$ cat config.mk
export PLATFORM = sky130hd
export DESIGN_NAME = branch_resolve
export DESIGN_NICKNAME = d
export VERILOG_FILES = /design/src/rtl/branch_pkg.sv /design/src/rtl/branch_cond.sv /design/src/rtl/branch_resolve.sv
export SDC_FILE = /design/constraint.sdc
export NUM_CORES = 1
export LEC_CHECK = 0
export CAP_MARGIN = 25
export CELL_PAD_IN_SITES_DETAIL_PLACEMENT = 1
export CELL_PAD_IN_SITES_GLOBAL_PLACEMENT = 2
export CORE_MARGIN = 2
export CORE_UTILIZATION = 18
export CTS_BUF_LIST = sky130_fd_sc_hd__clkbuf_8
export DETAILED_ROUTE_END_ITERATION = 8
export PLACE_DENSITY = 0.87
export SETUP_SLACK_MARGIN = 0.1
export SYNTH_ARGS = -nofsm -noshare
export SYNTH_HDL_FRONTEND = slang
export SYNTH_SLANG_ARGS = --single-unit
$ cat constraint.sdc
create_clock -name clk -period 8 [get_ports clk]
set_clock_uncertainty 0.1 [all_clocks]
set_input_delay 1.2 -clock clk [delete_from_list [all_inputs] [get_ports clk]]
set_output_delay 1.2 -clock clk [all_outputs]
set_load 0.005 [all_outputs]
$ cat src/rtl/branch_pkg.sv
// -----------------------------------------------------------------------------
// branch_pkg -- shared definitions for the RV32 branch-resolution slice.
//
// Contents:
//   br_funct3_e   funct3 encodings of the six conditional branches
//   br_result_t   flags carried by one resolved branch
//   br_is_legal() true for the six defined branch funct3 codes
// -----------------------------------------------------------------------------
package branch_pkg;

  typedef enum logic [2:0] {
    BR_EQ  = 3'b000,
    BR_NE  = 3'b001,
    BR_LT  = 3'b100,
    BR_GE  = 3'b101,
    BR_LTU = 3'b110,
    BR_GEU = 3'b111
  } br_funct3_e;

  typedef struct packed {
    logic taken;
    logic mispredict;
    logic illegal;
  } br_result_t;

  // 010 and 011 are the only codes in the branch opcode space with no meaning.
  function automatic logic br_is_legal(input logic [2:0] funct3);
    return funct3[2:1] != 2'b01;
  endfunction

endpackage

$ cat src/rtl/branch_cond.sv
// -----------------------------------------------------------------------------
// branch_cond -- purely combinational branch condition evaluator.
//
// Ports:
//   a, b     in  XLEN  operands (rs1, rs2)
//   funct3   in  3     branch funct3
//   taken    out 1     condition holds (0 for illegal codes)
//   illegal  out 1     funct3 is not a defined branch encoding
// -----------------------------------------------------------------------------
module branch_cond
  import branch_pkg::*;
#(
  parameter int XLEN = 32
) (
  input  logic [XLEN-1:0] a,
  input  logic [XLEN-1:0] b,
  input  logic [2:0]      funct3,
  output logic            taken,
  output logic            illegal
);

  logic eq;
  logic lt_s;
  logic lt_u;

  assign eq   = (a == b);
  assign lt_s = ($signed(a) < $signed(b));
  assign lt_u = (a < b);

  // NOTE: every output of an always_comb gets a default first, so no path
  // through the case can leave it unassigned and infer a latch.
  always_comb begin
    taken   = 1'b0;
    illegal = !br_is_legal(funct3);
    case (funct3)
      BR_EQ:   taken = eq;
      BR_NE:   taken = !eq;
      BR_LT:   taken = lt_s;
      BR_GE:   taken = !lt_s;
      BR_LTU:  taken = lt_u;
      BR_GEU:  taken = !lt_u;
      default: taken = 1'b0;
    endcase
  end

endmodule

$ cat src/rtl/branch_resolve.sv
// -----------------------------------------------------------------------------
// branch_resolve -- resolves RV32 conditional branches with a one-entry,
// valid/ready result register and optional saturating statistics.
//
// Ports:
//   clk, rst                          clock, synchronous active-high reset
//   in_valid / in_ready               request handshake
//   in_funct3, in_a, in_b             branch encoding and operands
//   in_is_branch, in_pred_taken       branch qualifier, front-end prediction
//   flush                             drop held result and same-cycle request
//   out_valid / out_ready             result handshake
//   out_taken, out_mispredict,
//   out_illegal                       result flags
//   stat_branches, stat_mispredicts   consumed branches / mispredicts
//
// Configuration:
//   BRANCH_RESOLVE_STATS_EN  when defined, builds the saturating counters;
//                            otherwise stat_* are tied to zero.
// -----------------------------------------------------------------------------
module branch_resolve
  import branch_pkg::*;
#(
  parameter int XLEN  = 32,
  parameter int CNT_W = 16
) (
  input  logic             clk,
  input  logic             rst,
  input  logic             in_valid,
  output logic             in_ready,
  input  logic [2:0]       in_funct3,
  input  logic [XLEN-1:0]  in_a,
  input  logic [XLEN-1:0]  in_b,
  input  logic             in_is_branch,
  input  logic             in_pred_taken,
  input  logic             flush,
  output logic             out_valid,
  input  logic             out_ready,
  output logic             out_taken,
  output logic             out_mispredict,
  output logic             out_illegal,
  output logic [CNT_W-1:0] stat_branches,
  output logic [CNT_W-1:0] stat_mispredicts
);

  logic       cond_taken;
  logic       cond_illegal;
  br_result_t next_res;
  br_result_t res_q;
  logic       valid_q;
  logic       accept;
  logic       consume;

  branch_cond #(.XLEN(XLEN)) u_cond (
    .a       (in_a),
    .b       (in_b),
    .funct3  (in_funct3),
    .taken   (cond_taken),
    .illegal (cond_illegal)
  );

  // Non-branches resolve as not-taken with no flags; illegal codes only
  // raise out_illegal.
  always_comb begin
    next_res            = '0;
    next_res.illegal    = in_is_branch && cond_illegal;
    next_res.taken      = in_is_branch && !cond_illegal && cond_taken;
    next_res.mispredict = in_is_branch && !cond_illegal &&
                          (cond_taken != in_pred_taken);
  end

  assign in_ready = !valid_q || out_ready;
  // Flush beats both handshakes: the request is dropped and the held entry
  // leaves without being counted.
  assign accept   = in_valid && in_ready && !flush;
  assign consume  = valid_q && out_ready && !flush;

  // NOTE: sequential state is written with non-blocking assignments so every
  // flop samples the pre-edge values, independent of statement order.
  always_ff @(posedge clk) begin
    if (rst) begin
      valid_q <= 1'b0;
      res_q   <= '0;
    end else if (flush) begin
      valid_q <= 1'b0;
    end else if (accept) begin
      valid_q <= 1'b1;
      res_q   <= next_res;
    end else if (consume) begin
      valid_q <= 1'b0;
    end
  end

  assign out_valid      = valid_q;
  assign out_taken      = res_q.taken;
  assign out_mispredict = res_q.mispredict;
  assign out_illegal    = res_q.illegal;

`ifdef BRANCH_RESOLVE_STATS_EN
  localparam logic [CNT_W-1:0] CNT_MAX = '1;

  logic             held_branch_q;
  logic [CNT_W-1:0] br_cnt_q;
  logic [CNT_W-1:0] mp_cnt_q;

  // held_branch_q shadows res_q so the count reflects the entry actually
  // consumed, even when a new request is accepted on the same edge.
  always_ff @(posedge clk) begin
    if (rst) begin
      held_branch_q <= 1'b0;
      br_cnt_q      <= '0;
      mp_cnt_q      <= '0;
    end else begin
      if (accept) held_branch_q <= in_is_branch;
      if (consume) begin
        if (held_branch_q && br_cnt_q != CNT_MAX)
          br_cnt_q <= br_cnt_q + CNT_W'(1);
        if (res_q.mispredict && mp_cnt_q != CNT_MAX)
          mp_cnt_q <= mp_cnt_q + CNT_W'(1);
      end
    end
  end

  assign stat_branches    = br_cnt_q;
  assign stat_mispredicts = mp_cnt_q;
`else
  assign stat_branches    = '0;
  assign stat_mispredicts = '0;
`endif

endmodule

Yosys cells after proc, flatten, opt, wreduce, memory -nomap -nowiden
Index checks and enable logic that the tools add are counted.
{"block": "word_totals", "reg_bits": 4, "latchBits": 0, "mem_bits_rw": 0, "mem_bits_ro": 0, "out_inout_bits": 37, "wordCells": 37, "n_memories": 0}
{"block": "op_classes", "add_sub_neg": 0, "n_mul": 0, "n_div": 0, "magnitude_cmp": 2, "n_eq_ne": 8, "shifts": 0, "muxes": 3, "bitwise_logic": 1, "n_reduce_logical": 19}
{"cell": "$lt 32x32->1", "n": 2}
{"cell": "$eq 32x32->1", "n": 1}
{"cell": "$eq 3x3->1 const B", "n": 4}
{"cell": "$logic_and 1x1->1", "n": 8}
{"cell": "$logic_not 1->1", "n": 6}
{"cell": "$pmux 1 s6", "n": 1}
{"cell": "$eq 3x1->1 const B", "n": 1}
{"cell": "$logic_not 3->1", "n": 1}
{"cell": "$mux 1", "n": 2}
{"cell": "$ne 2x1->1 const B", "n": 1}
{"cell": "$reduce_and 2->1", "n": 1}
{"cell": "$reduce_bool 2->1", "n": 1}
{"cell": "$reduce_or 2->1", "n": 1}
{"cell": "$logic_or 1x1->1", "n": 1}
{"cell": "$ne 1x1->1", "n": 1}
{"cell": "$not 1->1", "n": 1}

Depth between registers and ports, before layout
Gate-level depths: netlist of the first run.
{"block": "logic_depth", "depth_word": 5, "mapped_depth": 10, "depth_no_buf": 10}

Hierarchy
From an unflattened synthesis of the first run, not the netlist that was laid out.
{"block": "hier_totals", "cells_unflattened": 175, "hier_area_um2": 1305.0}
{"mod": "branch_cond", "instances": 1, "cells_each": 121, "area_each_um2": 870.8, "seq_area_each_um2": 0.0}
{"mod": "branch_resolve", "instances": 1, "cells_each": 54, "area_each_um2": 434.2, "seq_area_each_um2": 80.1}

Worst setup path before layout of the first run
No wires, ideal clock.
{"block": "synth_timing", "path_kind": "input to register", "start": "input port in_b[9]", "end": "register res_q, in the netlist out_mispredict", "setup_ns": 0.122, "arrival_ns": 3.177, "required_time_ns": 7.778, "slack_ns": 4.601, "path_stages": 10, "path_buffers": 0, "path_cell_list": "inv_1 -> ha_1 -> a21o_1 -> nand3_1 -> a21oi_1 -> o41a_1 -> or4_4 -> o311ai_4 -> nor3_2 -> a311o_1"}
{"block": "synth_between", "elab_chain_len": 5, "word_cells_on_any_way": 9, "classes_between": "order compare (2); eq/ne (2); mux (1); reduce/logical (4)"}
{"item": "from (decl)", "line_no": "branch_resolve.sv:32", "text": "input logic [XLEN-1:0] in_b,"}
{"item": "$lt 32x32->1 (tied with other cells)", "line_no": "branch_cond.sv:28", "text": "assign lt_u = (a < b);"}
{"item": "$logic_not 1->1 (on tied branches)", "line_no": "branch_cond.sv:41, branch_cond.sv:37, branch_cond.sv:39"}
{"item": "$pmux 1 s6 *", "line_no": "branch_cond.sv:35", "text": "case (funct3)"}
{"item": "$ne 1x1->1 *", "line_no": "branch_resolve.sv:68", "text": "(cond_taken != in_pred_taken);"}
{"item": "$logic_and 1x1->1 *", "line_no": "branch_resolve.sv:67", "text": "next_res.mispredict = in_is_branch && !cond_illegal &&"}
{"item": "to (signal assigned)", "line_no": "branch_resolve.sv:87", "text": "res_q <= next_res;"}
{"item": "to (decl)", "line_no": "branch_resolve.sv:48", "text": "br_result_t res_q;"}
Mark *: on every way between the ends. The rest lies on a longest branch, timed or not.
A chain may end at the register's enable or synchronous reset.

Final worst setup path of the first run
{"block": "layout_timing", "start": "input port in_b[15]", "end": "register res_q, in the netlist out_mispredict"}
Same word-level chain as after synthesis.

==> results of run 1 <==
## sequential cells by signal, indices dropped and copies added (netlist names)
| signal | flops |
|---|---|
| out_mispredict | 1 |
| out_taken | 1 |
| out_valid | 1 |
| out_illegal | 1 |
## synthesized netlist by cell type (all sizes together), types with 2 or more instances
| cell type | n |
|---|---|
| a21oi | 16 |
| o21ai | 6 |
| dfxtp | 4 |
| nand3 | 5 |
| ha | 32 |
| nand4 | 6 |
| nor2 | 3 |
| nor3b | 2 |
| inv | 35 |
| buf | 32 |
| nor2b | 2 |
| nor3 | 4 |
| nand3b | 2 |
| a21o | 2 |
| nand2 | 9 |
| a211oi | 3 |
## worst max-delay path, cell delays in order
cell,delay (ns)
sky130_fd_sc_hd__clkdlybuf4s50_1,0.46
sky130_fd_sc_hd__inv_1,0.04
sky130_fd_sc_hd__ha_1,0.31
sky130_fd_sc_hd__nand4_2,0.11
sky130_fd_sc_hd__nor3_1,0.08
sky130_fd_sc_hd__a21boi_1,0.13
sky130_fd_sc_hd__o41a_1,0.46
sky130_fd_sc_hd__o21ai_0,0.32
sky130_fd_sc_hd__o311ai_4,0.18
sky130_fd_sc_hd__o21a_1,0.20
sky130_fd_sc_hd__a311o_1,0.30
## logic make-up (layout without fill, tap and decap cells)
logic type / Yosys count / count (layout) / synth area share (%)
fa+ha+maj: 32 / 32 / 29.3
mux: 1 / 1 / 0.732
other cells: 1 / 32 / 0.274
buf+inv: 67 / 116 / 27.2
simple gates: 40 / 40 / 18.6
compound gates: 34 / 34 / 17.5
xor+xnor: 1 / 1 / 0.641
flops: 4 / 4 / 5.86
## layout make-up
type,count,area share [%]
inverters,35,6.00
multi-input cells,140,47.1
clock buffers,3,1.89
repair buffers,78,35.7
flip-flops and latches,4,3.66
well taps,99,5.66
## per-layer routing
metal | routed length, µm | share of wire [%]
met5 | 0 | 0
met4 | 23 | 0.61
met2 | 1880 | 50
met3 | 330 | 8.8
met1 | 1530 | 41
## path summary, 6_finish.rpt
kind                             startpoint        endpoint  slack [ns]  cells after the start
worst max register to register    out_valid  out_mispredict        6.25                      6
worst min register to register  out_illegal     out_illegal        0.35                      2
worst max-delay path               in_b[15]  out_mispredict        4.22                     11
worst min-delay path            out_illegal     out_illegal        0.35                      2
## power by group
part / switching, mW / internal (mW) / leakage (nW)
registers: 0.000300 / 0.0207 / 0.0325
clock network: 0.0111 / 0.0321 / 0.0216
logic: 0.0348 / 0.0524 / 1.00
==> report_table.html, run 1 <==
<table>
<tr><th>Metric</th><th>Value</th></tr>
<tr><th colspan="2">Die</th></tr>
<tr><td>Chip Width</td><td>91.2 µm</td></tr>
<tr><td>Die outline height</td><td>91.2 µm</td></tr>
<tr><td>Placeable core area</td><td>7290 µm²</td></tr>
<tr><td>Count of boundary I/O pins</td><td>111</td></tr>
<tr><td>Die area</td><td>8310 µm²</td></tr>
<tr><td>Placement Rows</td><td>31</td></tr>
<tr><td>Initial Utilization</td><td>18.8%</td></tr>
<tr><th colspan="2">Logic synthesis</th></tr>
<tr><td>Biggest area contributors in the synthesized netlist</td><td>sky130_fd_sc_hd__ha_1 29%, sky130_fd_sc_hd__buf_4 18%, sky130_fd_sc_hd__inv_1 9.6%</td></tr>
<tr><td>Synth top area share</td><td>29.3%</td></tr>
<tr><td>Sequential cell area fraction in the yosys report</td><td>5.86%</td></tr>
<tr><td>Asr flop ratio synth</td><td>0%</td></tr>
<tr><td>Post-Synthesis Cell Area</td><td>1370 µm²</td></tr>
<tr><td>Mean area per synthesized cell</td><td>7.60 µm²</td></tr>
<tr><td>Count of synthesis-stage warnings from yosys</td><td>0</td></tr>
<tr><td>Synth Register Bits</td><td>4</td></tr>
<tr><td>Prevailing post-synth register cell</td><td>sky130_fd_sc_hd__dfxtp_1</td></tr>
<tr><td>Count of distinct cell types in the synthesized netlist</td><td>39</td></tr>
<tr><td>Post-synth EDFFs</td><td>0</td></tr>
<tr><td>Dominant cell type by area after synthesis</td><td>sky130_fd_sc_hd__ha_1</td></tr>
<tr><td>Gate count of the mapped netlist</td><td>180</td></tr>
<tr><th colspan="2">Layout</th></tr>
<tr><td>Synthesis-to-layout area growth</td><td>60.1%</td></tr>
<tr><td>Final cell utilization of the core</td><td>30.0%</td></tr>
<tr><td>Flip-flop and latch area</td><td>80.1 µm²</td></tr>
<tr><td>Nets</td><td>368</td></tr>
<tr><td>Layout cell share with drive strength beyond 1</td><td>5.38%</td></tr>
<tr><td>Diode count</td><td>0</td></tr>
<tr><td>Multi-input logic area</td><td>1030 µm²</td></tr>
<tr><td>Fill cell total of the finished layout</td><td>909</td></tr>
<tr><td>Post-route cell area</td><td>2190 µm²</td></tr>
<tr><td>Commonest non-fill, non-tap cells in the layout</td><td>78 x sky130_fd_sc_hd__clkdlybuf4s50_1, 35 x sky130_fd_sc_hd__inv_1, 32 x sky130_fd_sc_hd__ha_1, 32 x sky130_fd_sc_hd__conb_1, 16 x sky130_fd_sc_hd__a21oi_1</td></tr>
<tr><td>Number of non-filler instances in the completed layout</td><td>359</td></tr>
<tr><td>Most frequent standard cell in the layout excluding fill and tap cells</td><td>sky130_fd_sc_hd__clkdlybuf4s50_1</td></tr>
<tr><th colspan="2">Pwr</th></tr>
<tr><td>Overall power</td><td>0.151 mW</td></tr>
<tr><td>Lkg Pwr</td><td>1.06 nW</td></tr>
<tr><td>Power per unit of standard cell area</td><td>69.2 nW/µm²</td></tr>
<tr><td>Worst vdd ir</td><td>0.0349 mV</td></tr>
<tr><th colspan="2">STA</th></tr>
<tr><td>Final critical path time including I/O delays and setup</td><td>3.78 ns</td></tr>
<tr><td>Number of pins exceeding their max-slew limit in the final report</td><td>0</td></tr>
<tr><td>Final hold viol count</td><td>0</td></tr>
<tr><td>RSZ-0062 raised after global routing</td><td>no</td></tr>
<tr><td>Fin Setup TNS</td><td>0 ns</td></tr>
<tr><td>Post-layout worst setup margin</td><td>4.22 ns</td></tr>
<tr><td>Worst-case hold slack</td><td>0.351 ns</td></tr>
<tr><td>Highest clock frequency the design can meet</td><td>264 MHz</td></tr>
<tr><td>Period utilization</td><td>47.3%</td></tr>
<tr><td>Setup violation total in the final timing report</td><td>0</td></tr>
<tr><th colspan="2">Drt</th></tr>
<tr><td>Number of design rule violations left after detail routing</td><td>0</td></tr>
<tr><td>Total length of routed wires</td><td>3.76 mm</td></tr>
<tr><td>Number of iterations in the first detailed-routing pass</td><td>2</td></tr>
<tr><td>Average wire per cell in the routed design</td><td>10.5 µm</td></tr>
<tr><td>Via total after detailed routing</td><td>1,382</td></tr>
<tr><td>Initial drt markers</td><td>3</td></tr>
<tr><td>Number of vias per cell after detailed routing</td><td>3.85</td></tr>
<tr><td>Antenna Nets Post-Route</td><td>0</td></tr>
<tr><th colspan="2">Global routing</th></tr>
<tr><td>Global router's overall resource usage</td><td>8.82%</td></tr>
<tr><td>GR peak layer</td><td>met2</td></tr>
<tr><td>Antenna violations before repair</td><td>0</td></tr>
<tr><td>First-pass GRT wire length</td><td>6.12 mm</td></tr>
<tr><td>Met1 Resource Use GR</td><td>9.95%</td></tr>
<tr><td>Met2 usage</td><td>16.6%</td></tr>
<tr><td>Vias in the first global route</td><td>1,444</td></tr>
<tr><td>Final global-route overflow total</td><td>0</td></tr>
<tr><td>Pin count of the biggest net entering global routing</td><td>8</td></tr>
<tr><td>Met3 GRT Util</td><td>2.16%</td></tr>
<tr><th colspan="2">Placement</th></tr>
<tr><td>Number of port buffers</td><td>78</td></tr>
<tr><td>Worst-case setup slack after placement</td><td>3.96 ns</td></tr>
<tr><td>Placed inst area</td><td>2150 µm²</td></tr>
<tr><td>Weighted congestion at the end of routability-driven global placement</td><td>0.690</td></tr>
<tr><td>Half-perimeter wire length of the detailed placement result</td><td>3.55 mm</td></tr>
<tr><td>Placed Cells</td><td>356</td></tr>
<tr><th colspan="2">Critical path</th></tr>
<tr><td>Required time at the worst-slack endpoint</td><td>8.01 ns</td></tr>
<tr><td>Maximum fanout along the worst path</td><td>3</td></tr>
<tr><td>Setup crit start kind</td><td>primary input</td></tr>
<tr><td>Element type at the critical path end</td><td>flip-flop</td></tr>
<tr><td>Crit Path Class</td><td>in -&gt; reg</td></tr>
<tr><td>Crit path arrival time</td><td>3.79 ns</td></tr>
<tr><th colspan="2">CTS</th></tr>
<tr><td>CTS sink count</td><td>4</td></tr>
<tr><td># Post-CTS Setup Buffers</td><td>0</td></tr>
<tr><td>Buffer depth of the longest clock path</td><td>2</td></tr>
<tr><td>Post-CTS Hold Buffers</td><td>0</td></tr>
<tr><td>Clock slew seen by the registers of the worst setup and hold paths</td><td>0.03 ns</td></tr>
<tr><td>Post_cts resized</td><td>0</td></tr>
<tr><td>Cts bufs inserted</td><td>3</td></tr>
<tr><td>Clock latency on the worst-skew pair</td><td>0.22 ns</td></tr>
<tr><td>Count of H-tree levels built during CTS</td><td>1</td></tr>
<tr><td>CTS root buffer</td><td>sky130_fd_sc_hd__clkbuf_8</td></tr>
<tr><td>Clock tree from TritonCTS</td><td>built</td></tr>
<tr><th colspan="2">Hold path</th></tr>
<tr><td>Path type of the worst min-delay path</td><td>reg -&gt; reg</td></tr>
<tr><th colspan="2">Run status</th></tr>
<tr><td>Run status</td><td>complete, no violations</td></tr>
<tr><th colspan="2">Flow run</th></tr>
<tr><td>Max capacitance violation total</td><td>0</td></tr>
</table>
No activity file was read; power rests on OpenSTA's default activity.
==> run 2, diff against run 1 <==
CORE_UTILIZATION = 15   (was 18)
PLACE_DENSITY = 0.77   (was 0.87)
clock period = 3.1 ns   (was 8 ns; I/O delays follow)
==> report_table.html, run 2 (synthesized netlist as in run 1, its figures left out) <==
<table>
<tr><th>Metric</th><th>Value</th></tr>
<tr><th colspan="2">Run status</th></tr>
<tr><td>Run status</td><td>complete, no violations</td></tr>
<tr><th colspan="2">Global routing</th></tr>
<tr><td>First-pass GRT wire length</td><td>6.27 mm (+2.5%)</td></tr>
<tr><td>Vias in the first global route</td><td>1,469 (+1.7%)</td></tr>
<tr><td>Final global-route overflow total</td><td>0 (unchanged)</td></tr>
<tr><td>Global router's overall resource usage</td><td>7.70% (-1.1 points)</td></tr>
<tr><td>Antenna violations before repair</td><td>0 (unchanged)</td></tr>
<tr><td>Pin count of the biggest net entering global routing</td><td>8 (unchanged)</td></tr>
<tr><th colspan="2">Die</th></tr>
<tr><td>Placement Rows</td><td>34 (+9.7%)</td></tr>
<tr><td>Die outline height</td><td>99.5 µm (+9.1%)</td></tr>
<tr><td>Die area</td><td>9900 µm² (+19%)</td></tr>
<tr><td>Placeable core area</td><td>8760 µm² (+20%)</td></tr>
<tr><td>Chip Width</td><td>99.5 µm (+9.1%)</td></tr>
<tr><td>Initial Utilization</td><td>15.6% (-3.1 points)</td></tr>
<tr><td>Count of boundary I/O pins</td><td>111 (unchanged)</td></tr>
<tr><th colspan="2">Drt</th></tr>
<tr><td>Number of design rule violations left after detail routing</td><td>0 (unchanged)</td></tr>
<tr><td>Number of vias per cell after detailed routing</td><td>3.74 (-3.0%)</td></tr>
<tr><td>Initial drt markers</td><td>19 (+16)</td></tr>
<tr><td>Antenna Nets Post-Route</td><td>0 (unchanged)</td></tr>
<tr><td>Number of iterations in the first detailed-routing pass</td><td>2 (unchanged)</td></tr>
<tr><td>Via total after detailed routing</td><td>1,397 (+1.1%)</td></tr>
<tr><td>Average wire per cell in the routed design</td><td>10.8 µm (+3.4%)</td></tr>
<tr><td>Total length of routed wires</td><td>4.05 mm (+7.7%)</td></tr>
<tr><th colspan="2">STA</th></tr>
<tr><td>Worst rel slew slack</td><td>63.5%</td></tr>
<tr><td>Fin Setup TNS</td><td>0 ns (unchanged)</td></tr>
<tr><td>Post-layout worst setup margin</td><td>0.195 ns (-4.02 ns)</td></tr>
<tr><td>RSZ-0062 raised after global routing</td><td>no</td></tr>
<tr><td>Number of pins exceeding their max-slew limit in the final report</td><td>0 (unchanged)</td></tr>
<tr><td>Period utilization</td><td>93.7%</td></tr>
<tr><td>Final hold viol count</td><td>0 (unchanged)</td></tr>
<tr><td>Worst-case hold slack</td><td>0.360 ns (+0.00858 ns)</td></tr>
<tr><td>Actual slew at the worst max-slew pin</td><td>0.542 ns</td></tr>
<tr><td>Setup violation total in the final timing report</td><td>0 (unchanged)</td></tr>
<tr><td>Final critical path time including I/O delays and setup</td><td>2.90 ns</td></tr>
<tr><td>Highest clock frequency the design can meet</td><td>344 MHz</td></tr>
<tr><th colspan="2">Critical path</th></tr>
<tr><td>Crit-path cells</td><td>clkdlybuf4s50_1 -&gt; inv_1 -&gt; ha_4 -&gt; nor2b_4 -&gt; o211ai_2 -&gt; a21boi_1 -&gt; o41a_1 -&gt; or4_4 -&gt; o311ai_4 -&gt; nor3_2 -&gt; a311o_1</td></tr>
<tr><td>Crit Path Class</td><td>in -&gt; reg</td></tr>
<tr><td>Family of cells with the greatest summed delay on the critical path</td><td>compound AO/OA/AOI/OAI gates</td></tr>
<tr><td>Buffers &amp; Inverters on Critical Path</td><td>2 (unchanged)</td></tr>
<tr><td>Highest cell delay on the worst timing path</td><td>0.46 ns (about the same)</td></tr>
<tr><td>Setup crit start kind</td><td>primary input</td></tr>
<tr><td>Element type at the critical path end</td><td>flip-flop</td></tr>
<tr><td>Required time at the worst-slack endpoint</td><td>3.10 ns (-4.91 ns)</td></tr>
<tr><td>Maximum fanout along the worst path</td><td>3 (unchanged)</td></tr>
<tr><td>Critical-path top delay cell</td><td>sky130_fd_sc_hd__clkdlybuf4s50_1</td></tr>
<tr><td>Crit path arrival time</td><td>2.91 ns (-0.88 ns)</td></tr>
<tr><th colspan="2">Placement</th></tr>
<tr><td>Half-perimeter wire length of the detailed placement result</td><td>3.61 mm (+1.6%)</td></tr>
<tr><td>Weighted congestion at the end of routability-driven global placement</td><td>0.708 (+2.6%)</td></tr>
<tr><td>Number of port buffers</td><td>78 (unchanged)</td></tr>
<tr><td>Worst-case setup slack after placement</td><td>-0.168 ns (-4.12 ns)</td></tr>
<tr><td>Placed Cells</td><td>370 (+3.9%)</td></tr>
<tr><th colspan="2">Pwr</th></tr>
<tr><td>Lkg Pwr</td><td>1.10 nW (+3.9%)</td></tr>
<tr><td>Worst vdd ir</td><td>0.0661 mV (+89%)</td></tr>
<tr><td>Power per unit of standard cell area</td><td>176 nW/µm² (+160%)</td></tr>
<tr><td>Overall power</td><td>0.419 mW (+180%)</td></tr>
<tr><th colspan="2">CTS</th></tr>
<tr><td>Buffer depth of the longest clock path</td><td>2 (unchanged)</td></tr>
<tr><td>Clock tree from TritonCTS</td><td>built</td></tr>
<tr><td>Cts bufs inserted</td><td>3 (unchanged)</td></tr>
<tr><td>Clock latency on the worst-skew pair</td><td>0.22 ns (about the same)</td></tr>
<tr><td>CTS root buffer</td><td>sky130_fd_sc_hd__clkbuf_8</td></tr>
<tr><td>CTS sink count</td><td>4 (unchanged)</td></tr>
<tr><td>Count of H-tree levels built during CTS</td><td>1 (unchanged)</td></tr>
<tr><td>Clock slew seen by the registers of the worst setup and hold paths</td><td>0.03 ns (about the same)</td></tr>
<tr><th colspan="2">Hold path</th></tr>
<tr><td>Path type of the worst min-delay path</td><td>reg -&gt; reg</td></tr>
<tr><th colspan="2">Flow run</th></tr>
<tr><td>Max capacitance violation total</td><td>0 (unchanged)</td></tr>
<tr><th colspan="2">Layout</th></tr>
<tr><td>Nets</td><td>374 (+1.6%)</td></tr>
<tr><td>Synthesis-to-layout area growth</td><td>73.7%</td></tr>
<tr><td>Diode count</td><td>0 (unchanged)</td></tr>
<tr><td>Layout cell share with drive strength beyond 1</td><td>12.8% (+7.4 points)</td></tr>
<tr><td>Commonest non-fill, non-tap cells in the layout</td><td>78 x sky130_fd_sc_hd__clkdlybuf4s50_1, 35 x sky130_fd_sc_hd__inv_1, 32 x sky130_fd_sc_hd__conb_1</td></tr>
<tr><td>Fill cell total of the finished layout</td><td>1,061 (+17%)</td></tr>
<tr><td>Most frequent standard cell in the layout excluding fill and tap cells</td><td>sky130_fd_sc_hd__clkdlybuf4s50_1</td></tr>
<tr><td>Number of non-filler instances in the completed layout</td><td>374 (+4.2%)</td></tr>
</table>
==> run 2: changes by cell type in the layout (fill, tap and decap cells not counted), sizes merged <==
| cell | previous run | this run |
|---|---|---|
| buf | 0 | 6 |
==> run 2: timing repair <==
item | CTS | global route
setup endpoints to repair | 1 | 1
hold buffers | 0 | 0
buffers inserted | 0 | 1
endpoints found under the hold margin | 0 | 0
pin swaps | 2 | 8
resized for setup | 2 | 14
==> run 2: power by group <==
part	switching (mW)	internal [mW]
Clock	0.0276	0.0828
Combinational	0.103	0.152
Sequential	0.000779	0.0535
Total	0.131	0.288
==> run 2: final timing paths <==
path / from / slack [ns] / depth (start not counted) / end
worst min register to register: out_taken / 0.36 / 2 / out_taken
worst min-delay path: out_taken / 0.36 / 2 / out_taken
worst max-delay path: in_b[1] / 0.20 / 11 / out_mispredict
worst max register to register: out_valid / 1.22 / 6 / out_mispredict
==> run 2: tightest hold or removal path, stage by stage (launching register included) <==
cell and delay [ns]:
sky130_fd_sc_hd__dfxtp_1 0.30, sky130_fd_sc_hd__nand2_1 0.05, sky130_fd_sc_hd__a21oi_1 0.05
==> run 2: metal layers <==
metal	up-vias	track usage [%]	wire length, µm
met5	-	0	0
met4	0	1.90	25
met1	608	9.82	1740
met2	61	13.8	2040
li1	724	-	-
met3	4	0.843	245
==> run 2: layout make-up <==
type	count	area, µm²	area share, %
clock buffers	3	41.3	1.74
inverters	35	131	5.53
multi-input cells	140	1160	48.9
flip-flops and latches	4	80.1	3.37
well taps	108	135	5.69
repair buffers	84	826	34.8
==> run 2: metrics by stage <==
step | area (µm²) | utilization [%]
after floorplan | 1480 | -
after global placement | 2200 | 25.1
after detailed placement | 2200 | 25.1
after CTS | 2250 | 25.6
after global routing | 2380 | 27.1
final | 2380 | 27.1
==> run 3, diff against run 2 <==
GPL_TIMING_DRIVEN = 0   (was not set)
SKIP_CTS_REPAIR_TIMING = 1   (was not set)
==> report_table.html, run 3 (synthesized netlist as in run 1, its figures left out) <==
<table>
<tr><th>Metric</th><th>Value</th></tr>
<tr><th colspan="2">Pwr</th></tr>
<tr><td>Overall power</td><td>0.434 mW (+3.4%)</td></tr>
<tr><td>Lkg Pwr</td><td>1.25 nW (+14%)</td></tr>
<tr><td>Worst vdd ir</td><td>0.118 mV (+79%)</td></tr>
<tr><td>Power per unit of standard cell area</td><td>171 nW/µm² (-3.3%)</td></tr>
<tr><th colspan="2">Hold path</th></tr>
<tr><td>Cells on Worst Hold Path</td><td>2 (unchanged)</td></tr>
<tr><td>Hold path startpoint</td><td>out_illegal</td></tr>
<tr><td>End point of the worst hold path</td><td>out_illegal</td></tr>
<tr><td>Path type of the worst min-delay path</td><td>reg -&gt; reg</td></tr>
<tr><th colspan="2">Global routing</th></tr>
<tr><td>Met1 Resource Use GR</td><td>8.63% (-1.2 points)</td></tr>
<tr><td>Met2 usage</td><td>13.4% (-0.42 points)</td></tr>
<tr><td>Final global-route overflow total</td><td>0 (unchanged)</td></tr>
<tr><td>GR peak layer</td><td>met2</td></tr>
<tr><td>Global router's overall resource usage</td><td>7.12% (-0.58 points)</td></tr>
<tr><td>Vias in the first global route</td><td>1,399 (-4.8%)</td></tr>
<tr><td>Met3 GRT Util</td><td>1.41% (+0.56 points)</td></tr>
<tr><td>Pin count of the biggest net entering global routing</td><td>8 (unchanged)</td></tr>
<tr><td>Antenna violations before repair</td><td>0 (unchanged)</td></tr>
<tr><td>First-pass GRT wire length</td><td>5.86 mm (-6.6%)</td></tr>
<tr><th colspan="2">Critical path</th></tr>
<tr><td>Depth of the critical timing path with buffers and inverters included</td><td>10 (-1)</td></tr>
<tr><td>Highest cell delay on the worst timing path</td><td>0.46 ns (about the same)</td></tr>
<tr><td>Crit Path Class</td><td>in -&gt; reg</td></tr>
<tr><td>Required time at the worst-slack endpoint</td><td>3.10 ns (about the same)</td></tr>
<tr><td>Maximum fanout along the worst path</td><td>3 (unchanged)</td></tr>
<tr><td>Worst r2r src</td><td>out_valid</td></tr>
<tr><td>Crit path arrival time</td><td>2.89 ns (-0.02 ns)</td></tr>
<tr><td>Family of cells with the greatest summed delay on the critical path</td><td>compound AO/OA/AOI/OAI gates</td></tr>
<tr><td>Timing startpoint of the critical path</td><td>in_b[13]</td></tr>
<tr><td>Setup crit start kind</td><td>primary input</td></tr>
<tr><td>Buffers &amp; Inverters on Critical Path</td><td>2 (unchanged)</td></tr>
<tr><td>Element type at the critical path end</td><td>flip-flop</td></tr>
<tr><td>Crit-path cells</td><td>clkdlybuf4s50_1 -&gt; inv_1 -&gt; ha_1 -&gt; a21oi_1 -&gt; o21ai_2 -&gt; o41a_1 -&gt; or4_4 -&gt; o311ai_4 -&gt; nor3_2 -&gt; a311o_1</td></tr>
<tr><td>Critical-path top delay cell</td><td>sky130_fd_sc_hd__clkdlybuf4s50_1</td></tr>
<tr><td>FF-to-FF path depth</td><td>6 (unchanged)</td></tr>
<tr><td>Register-to-register setup slack</td><td>1.29 ns (+0.07 ns)</td></tr>
<tr><td>End of the worst register-to-register path</td><td>out_mispredict</td></tr>
<tr><th colspan="2">Layout</th></tr>
<tr><td>Multi-input logic area</td><td>1130 µm² (-3.1%)</td></tr>
<tr><td>Layout cell share with drive strength beyond 1</td><td>19.5% (+6.7 points)</td></tr>
<tr><td>Fill cell total of the finished layout</td><td>1,062 (+0.094%)</td></tr>
<tr><td>Flip-flop and latch area</td><td>80.1 µm² (unchanged)</td></tr>
<tr><td>Commonest non-fill, non-tap cells in the layout</td><td>78 x sky130_fd_sc_hd__clkdlybuf4s50_1, 35 x sky130_fd_sc_hd__inv_1, 33 x sky130_fd_sc_hd__buf_4</td></tr>
<tr><td>Final cell utilization of the core</td><td>29.0% (+1.9 points)</td></tr>
<tr><td>Number of non-filler instances in the completed layout</td><td>401 (+7.2%)</td></tr>
<tr><td>Synthesis-to-layout area growth</td><td>85.9%</td></tr>
<tr><td>Diode count</td><td>0 (unchanged)</td></tr>
<tr><td>Most frequent standard cell in the layout excluding fill and tap cells</td><td>sky130_fd_sc_hd__clkdlybuf4s50_1</td></tr>
<tr><td>Nets</td><td>401 (+7.2%)</td></tr>
<tr><th colspan="2">Drt</th></tr>
<tr><td>Number of design rule violations left after detail routing</td><td>0 (unchanged)</td></tr>
<tr><td>Number of vias per cell after detailed routing</td><td>3.65 (-2.3%)</td></tr>
<tr><td>Initial drt markers</td><td>13 (-6)</td></tr>
<tr><td>Total length of routed wires</td><td>3.92 mm (-3.3%)</td></tr>
<tr><td>Number of iterations in the first detailed-routing pass</td><td>3 (+1)</td></tr>
<tr><td>Via total after detailed routing</td><td>1,464 (+4.8%)</td></tr>
<tr><td>Average wire per cell in the routed design</td><td>9.77 µm (-9.8%)</td></tr>
<tr><td>Antenna Nets Post-Route</td><td>0 (unchanged)</td></tr>
<tr><th colspan="2">STA</th></tr>
<tr><td>Setup violation total in the final timing report</td><td>0 (unchanged)</td></tr>
<tr><td>Post-layout worst setup margin</td><td>0.212 ns (+0.0170 ns)</td></tr>
<tr><td>Number of pins exceeding their max-slew limit in the final report</td><td>0 (unchanged)</td></tr>
<tr><td>Highest clock frequency the design can meet</td><td>346 MHz (+0.59%)</td></tr>
<tr><td>Final hold viol count</td><td>0 (unchanged)</td></tr>
<tr><td>Final critical path time including I/O delays and setup</td><td>2.89 ns (-0.0170 ns)</td></tr>
<tr><td>Period utilization</td><td>93.2% (-0.55 points)</td></tr>
<tr><td>Worst-case hold slack</td><td>0.349 ns (-0.0107 ns)</td></tr>
<tr><td>RSZ-0062 raised after global routing</td><td>no</td></tr>
<tr><th colspan="2">Placement</th></tr>
<tr><td>Placed Cells</td><td>397 (+7.3%)</td></tr>
<tr><td>Half-perimeter wire length of the detailed placement result</td><td>3.62 mm (+0.45%)</td></tr>
<tr><td>Number of port buffers</td><td>78 (unchanged)</td></tr>
<tr><td>Weighted congestion at the end of routability-driven global placement</td><td>0.688 (-2.8%)</td></tr>
<tr><td>Worst-case setup slack after placement</td><td>-0.206 ns (-0.0385 ns)</td></tr>
<tr><th colspan="2">CTS</th></tr>
<tr><td>Clock slew seen by the registers of the worst setup and hold paths</td><td>0.03 ns (about the same)</td></tr>
<tr><td>CTS root buffer</td><td>sky130_fd_sc_hd__clkbuf_8</td></tr>
<tr><td>Clock tree from TritonCTS</td><td>built</td></tr>
<tr><td>Cts bufs inserted</td><td>3 (unchanged)</td></tr>
<tr><td>CTS sink count</td><td>4 (unchanged)</td></tr>
<tr><td>Buffer depth of the longest clock path</td><td>2 (unchanged)</td></tr>
<tr><td>Clock latency on the worst-skew pair</td><td>0.21 ns (about the same)</td></tr>
<tr><td>Count of H-tree levels built during CTS</td><td>1 (unchanged)</td></tr>
<tr><th colspan="2">Flow run</th></tr>
<tr><td>Max capacitance violation total</td><td>0 (unchanged)</td></tr>
<tr><th colspan="2">Die</th></tr>
<tr><td>Chip Width</td><td>99.5 µm (unchanged)</td></tr>
<tr><td>Placeable core area</td><td>8760 µm² (unchanged)</td></tr>
<tr><td>Count of boundary I/O pins</td><td>111 (unchanged)</td></tr>
<tr><td>Die area</td><td>9900 µm² (unchanged)</td></tr>
<tr><td>Die outline height</td><td>99.5 µm (unchanged)</td></tr>
<tr><td>Initial Utilization</td><td>15.6% (unchanged)</td></tr>
<tr><td>Placement Rows</td><td>34 (unchanged)</td></tr>
<tr><th colspan="2">Run status</th></tr>
<tr><td>Run status</td><td>complete, no violations</td></tr>
</table>
[run 3: cell types whose count changed in the layout (fill, tap and decap cells not counted), sizes merged]
cell  change
buf      +27
[run 3: metal layers]
metal / share of wire [%] / up-vias / wire length [µm]
met4: 0 / 0 / 0
met1: 43 / 624 / 1690
met5: 0 / - / 0
li1: - / 778 / -
met2: 48 / 62 / 1900
met3: 8.5 / 0 / 334
[run 3: worst max-delay path by stage]
stage	end	slack (ns)
5_1_grt	out_mispredict	0.10
3_3_place_gp	out_mispredict	-0.17
6_report	out_mispredict	0.21
4_1_cts	out_mispredict	0.02
2_1_floorplan	out_mispredict	0.44
3_5_place_dp	out_mispredict	-0.21
[run 3: area by class of cell]
cell class | instances | area share, %
plain buffers | 32 | 9.45
inverters | 35 | 5.17
flip-flops and latches | 4 | 3.15
repair buffers | 79 | 31.0
clock buffers | 3 | 1.62
multi-input cells | 140 | 44.3
well taps | 108 | 5.31
[run 3: through the flow]
step                      instance area (µm²)  TNS [ns]
final                                    2540         0
after global routing                     2540         0
after CTS                                2440         0
after detailed placement                 2400    -0.258
after global placement                   2400    -0.191
after floorplan                          1480         0
[run 3: power by group]
part           total [mW]  switching, mW  internal [mW]
logic               0.272          0.103          0.169
clock network       0.108         0.0253         0.0826
registers          0.0542       0.000726         0.0535
total               0.434          0.129          0.305
[run 3: worst reg2reg max path: stages, from the launching register on]
cell	delay, ns
sky130_fd_sc_hd__dfxtp_1	0.29
sky130_fd_sc_hd__nor2b_1	0.15
sky130_fd_sc_hd__nor3b_1	0.27
sky130_fd_sc_hd__nand3_1	0.16
sky130_fd_sc_hd__or3b_2	0.47
sky130_fd_sc_hd__nor3_2	0.19
sky130_fd_sc_hd__a311o_1	0.12
